`src/rtl/ram_copy_engine.sv`:
```
// ram_copy_engine
//
// Runs block operations on a RAM with one read port and one write port,
// issuing at most one read and one write per cycle:
//   - copy : moves `length` words from srcAddress to dstAddress. Overlapping
//            ranges are safe (memmove semantics).
//   - fill : writes `length` copies of fillValue starting at dstAddress.
//
// Ports
//   clk, resetN            clock and synchronous active-low reset
//   start, mode            request pulse (taken in IDLE only); 0 = copy, 1 = fill
//   srcAddress, dstAddress source and destination base addresses
//   length, fillValue      word count and fill constant
//   busy, done, error      status: busy in RUN/DRAIN; done pulses once per request;
//                          error pulses with done when a request is rejected
//   wordsDone              number of writes in the current or last operation
//   readAddress/Enable     RAM read port request
//   readValue              RAM read data, combinational from readAddress
//   writeAddress/Value/Enable  RAM write port; the RAM commits on the next edge
//
// All outputs are registered. Any output that is not being asserted is driven to 0.
module ram_copy_engine #(
    parameter int unsigned ADDR_W    = 16,
    parameter int unsigned DATA_W    = 16,
    parameter int unsigned MEM_DEPTH = 128
) (
    input  logic              clk,
    input  logic              resetN,
    input  logic              start,
    input  logic              mode,
    input  logic [ADDR_W-1:0] srcAddress,
    input  logic [ADDR_W-1:0] dstAddress,
    input  logic [ADDR_W-1:0] length,
    input  logic [DATA_W-1:0] fillValue,
    output logic              busy,
    output logic              done,
    output logic              error,
    output logic [ADDR_W-1:0] wordsDone,
    output logic [ADDR_W-1:0] readAddress,
    output logic              readEnable,
    input  logic [DATA_W-1:0] readValue,
    output logic [ADDR_W-1:0] writeAddress,
    output logic [DATA_W-1:0] writeValue,
    output logic              writeEnable
);

    typedef enum logic [1:0] {
        IDLE  = 2'd0,
        RUN   = 2'd1,
        DRAIN = 2'd2,
        DONE  = 2'd3
    } state_t;

    localparam logic [ADDR_W:0]   DEPTH_EXT = (ADDR_W+1)'(MEM_DEPTH);
    localparam logic [ADDR_W-1:0] ONE       = ADDR_W'(1);

    state_t state_q, state_d;

    // Request parameters, latched when a request is accepted.
    logic              mode_q,  mode_d;
    logic              desc_q,  desc_d;
    logic [ADDR_W-1:0] src_q,   src_d;
    logic [ADDR_W-1:0] dst_q,   dst_d;
    logic [ADDR_W-1:0] len_q,   len_d;
    logic [DATA_W-1:0] fill_q,  fill_d;
    // Index of the word handled by the current RUN cycle.
    logic [ADDR_W-1:0] idx_q,   idx_d;

    // Registered outputs.
    logic              busy_q,  busy_d;
    logic              done_q,  done_d;
    logic              error_q, error_d;
    logic [ADDR_W-1:0] words_q, words_d;
    logic              re_q,    re_d;
    logic [ADDR_W-1:0] raddr_q, raddr_d;
    logic              we_q,    we_d;
    logic [ADDR_W-1:0] waddr_q, waddr_d;
    // In copy mode this register also acts as the data register: it captures
    // readValue at the same edge that schedules the matching write.
    logic [DATA_W-1:0] wval_q,  wval_d;

    // Range check and direction, evaluated on the raw request inputs.
    logic [ADDR_W:0] dst_end;
    logic [ADDR_W:0] src_end;
    logic            req_err;
    logic            req_desc;

    always_comb begin
        dst_end  = {1'b0, dstAddress} + {1'b0, length};
        src_end  = {1'b0, srcAddress} + {1'b0, length};
        req_err  = (dst_end > DEPTH_EXT) || (!mode && (src_end > DEPTH_EXT));
        // Descending only when the destination starts inside the source range
        // above its base; copying forward would then overwrite unread words.
        req_desc = !mode && (dstAddress > srcAddress) && ({1'b0, dstAddress} < src_end);
    end

    // Address of word i of a block: ascending base+i, descending base+L-1-i.
    function automatic logic [ADDR_W-1:0] word_addr(
        input logic [ADDR_W-1:0] base,
        input logic [ADDR_W-1:0] len,
        input logic [ADDR_W-1:0] i,
        input logic              desc
    );
        word_addr = desc ? (base + len - ONE - i) : (base + i);
    endfunction

    always_comb begin
        state_d = state_q;
        mode_d  = mode_q;
        desc_d  = desc_q;
        src_d   = src_q;
        dst_d   = dst_q;
        len_d   = len_q;
        fill_d  = fill_q;
        idx_d   = idx_q;

        busy_d  = 1'b0;
        done_d  = 1'b0;
        error_d = 1'b0;
        re_d    = 1'b0;
        raddr_d = '0;
        we_d    = 1'b0;
        waddr_d = '0;
        wval_d  = '0;
        // Count the write being committed at this edge.
        words_d = we_q ? (words_q + ONE) : words_q;

        case (state_q)
            IDLE: begin
                if (start) begin
                    mode_d  = mode;
                    desc_d  = req_desc;
                    src_d   = srcAddress;
                    dst_d   = dstAddress;
                    len_d   = length;
                    fill_d  = fillValue;
                    idx_d   = '0;
                    words_d = '0;
                    if (req_err || (length == '0)) begin
                        state_d = DONE;
                        done_d  = 1'b1;
                        error_d = req_err;
                    end else begin
                        state_d = RUN;
                        busy_d  = 1'b1;
                        if (mode) begin
                            we_d    = 1'b1;
                            waddr_d = dstAddress;
                            wval_d  = fillValue;
                        end else begin
                            re_d    = 1'b1;
                            raddr_d = req_desc ? (srcAddress + length - ONE) : srcAddress;
                        end
                    end
                end
            end

            RUN: begin
                busy_d = 1'b1;
                if (!mode_q) begin
                    // The word read this cycle is written next cycle.
                    we_d    = 1'b1;
                    waddr_d = word_addr(dst_q, len_q, idx_q, desc_q);
                    wval_d  = readValue;
                    if (idx_q == len_q - ONE) begin
                        state_d = DRAIN;
                    end else begin
                        idx_d   = idx_q + ONE;
                        re_d    = 1'b1;
                        raddr_d = word_addr(src_q, len_q, idx_q + ONE, desc_q);
                    end
                end else begin
                    if (idx_q == len_q - ONE) begin
                        state_d = DONE;
                        busy_d  = 1'b0;
                        done_d  = 1'b1;
                    end else begin
                        idx_d   = idx_q + ONE;
                        we_d    = 1'b1;
                        waddr_d = word_addr(dst_q, len_q, idx_q + ONE, desc_q);
                        wval_d  = fill_q;
                    end
                end
            end

            DRAIN: begin
                state_d = DONE;
                done_d  = 1'b1;
            end

            DONE: begin
                state_d = IDLE;
            end

            default: begin
                state_d = IDLE;
            end
        endcase
    end

    always_ff @(posedge clk) begin
        if (!resetN) begin
            state_q <= IDLE;
            mode_q  <= 1'b0;
            desc_q  <= 1'b0;
            src_q   <= '0;
            dst_q   <= '0;
            len_q   <= '0;
            fill_q  <= '0;
            idx_q   <= '0;
            busy_q  <= 1'b0;
            done_q  <= 1'b0;
            error_q <= 1'b0;
            words_q <= '0;
            re_q    <= 1'b0;
            raddr_q <= '0;
            we_q    <= 1'b0;
            waddr_q <= '0;
            wval_q  <= '0;
        end else begin
            state_q <= state_d;
            mode_q  <= mode_d;
            desc_q  <= desc_d;
            src_q   <= src_d;
            dst_q   <= dst_d;
            len_q   <= len_d;
            fill_q  <= fill_d;
            idx_q   <= idx_d;
            busy_q  <= busy_d;
            done_q  <= done_d;
            error_q <= error_d;
            words_q <= words_d;
            re_q    <= re_d;
            raddr_q <= raddr_d;
            we_q    <= we_d;
            waddr_q <= waddr_d;
            wval_q  <= wval_d;
        end
    end

    assign busy         = busy_q;
    assign done         = done_q;
    assign error        = error_q;
    assign wordsDone    = words_q;
    assign readEnable   = re_q;
    assign readAddress  = raddr_q;
    assign writeEnable  = we_q;
    assign writeAddress = waddr_q;
    assign writeValue   = wval_q;

endmodule
```
`config.mk`:
```
export PLATFORM = sky130hd
export DESIGN_NAME = ram_copy_engine
export DESIGN_NICKNAME = d
export VERILOG_FILES = /design/src/rtl/ram_copy_engine.sv
export SDC_FILE = /design/constraint.sdc
export NUM_CORES = 1
export LEC_CHECK = 0
export CORE_UTILIZATION = 60
export CTS_BUF_LIST = sky130_fd_sc_hd__clkbuf_4 sky130_fd_sc_hd__clkbuf_8
export CTS_CLUSTER_SIZE = 8
export DETAILED_ROUTE_END_ITERATION = 10
export MAX_ROUTING_LAYER = met4
export PLACE_DENSITY_LB_ADDON = 0.08
export SLEW_MARGIN = 20
export SYNTH_ARGS = -nofsm -noshare
export SYNTH_HDL_FRONTEND = slang
export SYNTH_SLANG_ARGS = --single-unit
```
`constraint.sdc`:
```
create_clock -name clk -period 8.8 [get_ports clk]
set_clock_uncertainty 0.05 [all_clocks]
set_input_delay 1.32 -clock clk [delete_from_list [all_inputs] [get_ports clk]]
set_output_delay 1.32 -clock clk [all_outputs]
set_load 0.05 [all_outputs]
```
==> flow_metrics.env <==
export IMPL_reg2reg_to="writeAddress[15]"
export IMPL_worstSetupStartpointType="flop"
export IMPL_path_class="reg -> reg"
export IMPL_clk_pin_slew_ns=0.11
export IMPL_finalMaxSlewViolations=0
export IMPL_synth_top_cell_area_share_pct=19.7
export IMPL_synthArstFlopShare_pct=0
export IMPL_rows=58
export IMPL_drt_initial_drc_count=1461
export IMPL_fin_crit_sh_pct=64.6
export IMPL_start_util_pct=61.5
export IMPL_critPathMaxFanout=9
export IMPL_cts_max_level=4
export IMPL_nFillCells=2208
export IMPL_ant_nets=0
export IMPL_yosys_top_cells_area="dfxtp_1, ha_1, a21oi_1"
export IMPL_ir_drop_uv=346
export IMPL_wirelength_um=48800
export IMPL_postSynthAreaPerCell_um2=7.69
export IMPL_grt_antenna_before_repair=0
export IMPL_required_ns=9.17
export IMPL_root_buffer="clkbuf_8"
export IMPL_synthesis_area_mm2=0.0156
export IMPL_synth_top_area_cell="dfxtp_1"
export IMPL_firstDrtPassIters=7
export IMPL_grt_pass1_vias=14625
export IMPL_post_cts_buffers=0
export IMPL_synth_main_ff_cell="dfxtp_1"
export IMPL_wire_per_inst_um=19.6
export IMPL_grt_max_degree=85
export IMPL_status="finished, final reports clean"
export IMPL_vias_per_cell=6.16
export IMPL_p_leak_nw=7.44
export IMPL_area_sequential_mm2=0.00306
export IMPL_hold_buffers=0
export IMPL_cp_arrival_ns=6.06
export IMPL_synth_cell_types=84
export IMPL_drive_gt1_share_pct=4.69
export IMPL_drv_cap=0
export IMPL_multiInputGateArea_mm2=0.0115
export IMPL_ctsResizeCount=0
export IMPL_synth_seq_cells=153
export IMPL_synth_nets=2351
export IMPL_synth_cells=2025
export IMPL_synth_edf_count=0
export IMPL_gp_congestion=0.951
export IMPL_hp_class="reg -> reg"
export IMPL_r2r_slack_ns=3.11
export IMPL_worst_skew_pair_late_latency_ns=0.49
export IMPL_relSlewSlack_pct=34.1
export IMPL_reg2reg_depth=22
export IMPL_die_area_mm2=0.0266
export IMPL_clock_fmax_mhz=176
export IMPL_final_setup_tns_ns=0
export IMPL_chipWidth_um=163
export IMPL_dpl_hpwl_um=38800
export IMPL_yosysMostFrequentCell="nand2_1"
export IMPL_rsz0062_at_grt="no"
export IMPL_route_detailed_drc=0
export IMPL_gr_total_overflow=0
export IMPL_cts_buffers=17
export IMPL_clk_path_buf_depth=2
export IMPL_stdcell_count=2484
export IMPL_core_mm2=0.0253
export IMPL_rr_startpoint="len_q[2]"
export IMPL_finalSetupViolCount=0
export IMPL_tightest_slew_ns=0.985
export IMPL_grt_usage_pct=37.7
export IMPL_cp_end_kind="flop"
export IMPL_cellPowerDensity_mw_per_mm2=268
export IMPL_port_buffers=152
export IMPL_fin_crit_ns=5.69
export IMPL_cts_sinks=153
export IMPL_io_pins=153
export IMPL_yosysWarnings=0
export IMPL_fin_nets=2467
export IMPL_hold_viol=0
export IMPL_dp_cells=2452
export IMPL_num_antenna_cells=0
export IMPL_critPathCapture="writeAddress[15]"
export IMPL_grt_first_pass_wirelength_um=75900
export IMPL_yosysSeqAreaShare_pct=19.7
export IMPL_synthTopCellsByCount="nand2_1, ha_1, a21oi_1"
export IMPL_cts_tree="yes"
export IMPL_fp_dieH_um=163
export IMPL_dr_total_vias=15304
export IMPL_area_delta_synth_final_pct=13.9
export IMPL_cp_startpoint="len_q[2]"
[per-layer routing]
| layer | global-route usage [%] | vias to the layer above | share of wire (%) |
|---|---|---|---|
| met4 | 12.0 | 0 | 2.8 |
| met2 | 61.6 | 583 | 47 |
| li1 | - | 7392 | - |
| met5 | - | - | 0 |
| met1 | 48.4 | 7239 | 44 |
| met3 | 4.47 | 90 | 6.7 |
[sequential cells by signal, summed over array words and instances (netlist names), 2 cells and up]
signal and cells:
fill_q 16, wordsDone 16, writeAddress 16, src_q 16, writeValue 16, state_q 2
dst_q 16, idx_q 16, len_q 16, readAddress 16
[power breakdown]
part | internal (mW) | switching (mW)
sequential | 0.770 | 0.0903
clock | 0.216 | 0.340
combinational | 1.36 | 1.98
total | 2.35 | 2.41
[cells by family after synthesis]
| logic type | count (synthesis) | synth area share, % |
|---|---|---|
| compound gates | 570 | 23.6 |
| xor+xnor | 160 | 9.17 |
| fa+ha+maj | 242 | 20.6 |
| buf+inv | 262 | 6.55 |
| flops | 153 | 19.7 |
| mux | 28 | 1.94 |
| simple gates | 610 | 18.4 |
[final cells by class]
cell class	instances	share of cell area, %
Multi-Input combinational cell	1610	64.9
Sequential cell	153	17.3
Timing Repair Buffer	164	9.08
Inverter	195	4.13
Tap cell	330	2.33
Clock buffer	17	1.32
Clock inverter	15	0.973
[worst max-delay path, cell delays in order (launching register included)]
cell and delay [ns]:
dfxtp_1 0.53, inv_1 0.09, ha_1 0.29, inv_1 0.07, ha_1 0.30, a21o_1 0.16
a21oi_1 0.23, o21bai_1 0.09, a21oi_1 0.26, o21bai_1 0.12, a211o_1 0.34, a2111oi_0 0.53
or3_1 0.23, xnor2_1 0.10, ha_1 0.24, or3_1 0.35, a2111oi_0 0.70, o31ai_1 0.16
a21oi_1 0.20, xnor3_1 0.23, nor3_1 0.14, a211oi_1 0.07, o22ai_1 0.16
[cells in the final DEF (no fill, tap or decap), types with 20 or more instances in the layout]
master,Yosys,final
ha_1,217,217
o21ai_0,86,86
clkdlybuf4s50_1,0,152
nor2_1,113,111
inv_1,191,190
dfxtp_1,153,152
nand3_1,41,41
a21oi_1,212,212
xnor2_1,99,99
xor2_1,59,59
nand4_1,20,20
or3_1,24,24
fa_1,25,25
o21a_1,26,26
nand2_1,247,246
nor3_1,45,45
a21o_1,41,41
nand2b_1,20,20
[through the flow]
step	total power, mW	util, %	setup slack, ns	instance area (um2)	hold slack (ns)
5_1_grt	5.12	70.0	2.70	17700	0.444
6_report	4.76	70.0	3.11	17700	0.422
4_1_cts	4.70	70.0	3.24	17700	0.423
2_1_floorplan	3.34	-	3.79	15600	0.386
3_5_place_dp	4.13	68.4	2.86	17300	0.408
3_3_place_gp	4.03	68.4	2.87	17300	0.393
[worst min-delay path by stage]
stage,start,to,slack [ns],cells past startpoint
finish,fill_q[1],fill_q[1],0.42,2
global route,fill_q[11],fill_q[11],0.44,2
CTS,fill_q[1],fill_q[1],0.42,2
detailed placement,fill_q[1],fill_q[1],0.41,2
global placement,fill_q[0],fill_q[0],0.39,2
floorplan,fill_q[0],fill_q[0],0.39,2
Power figures use the tool's default switching activity.
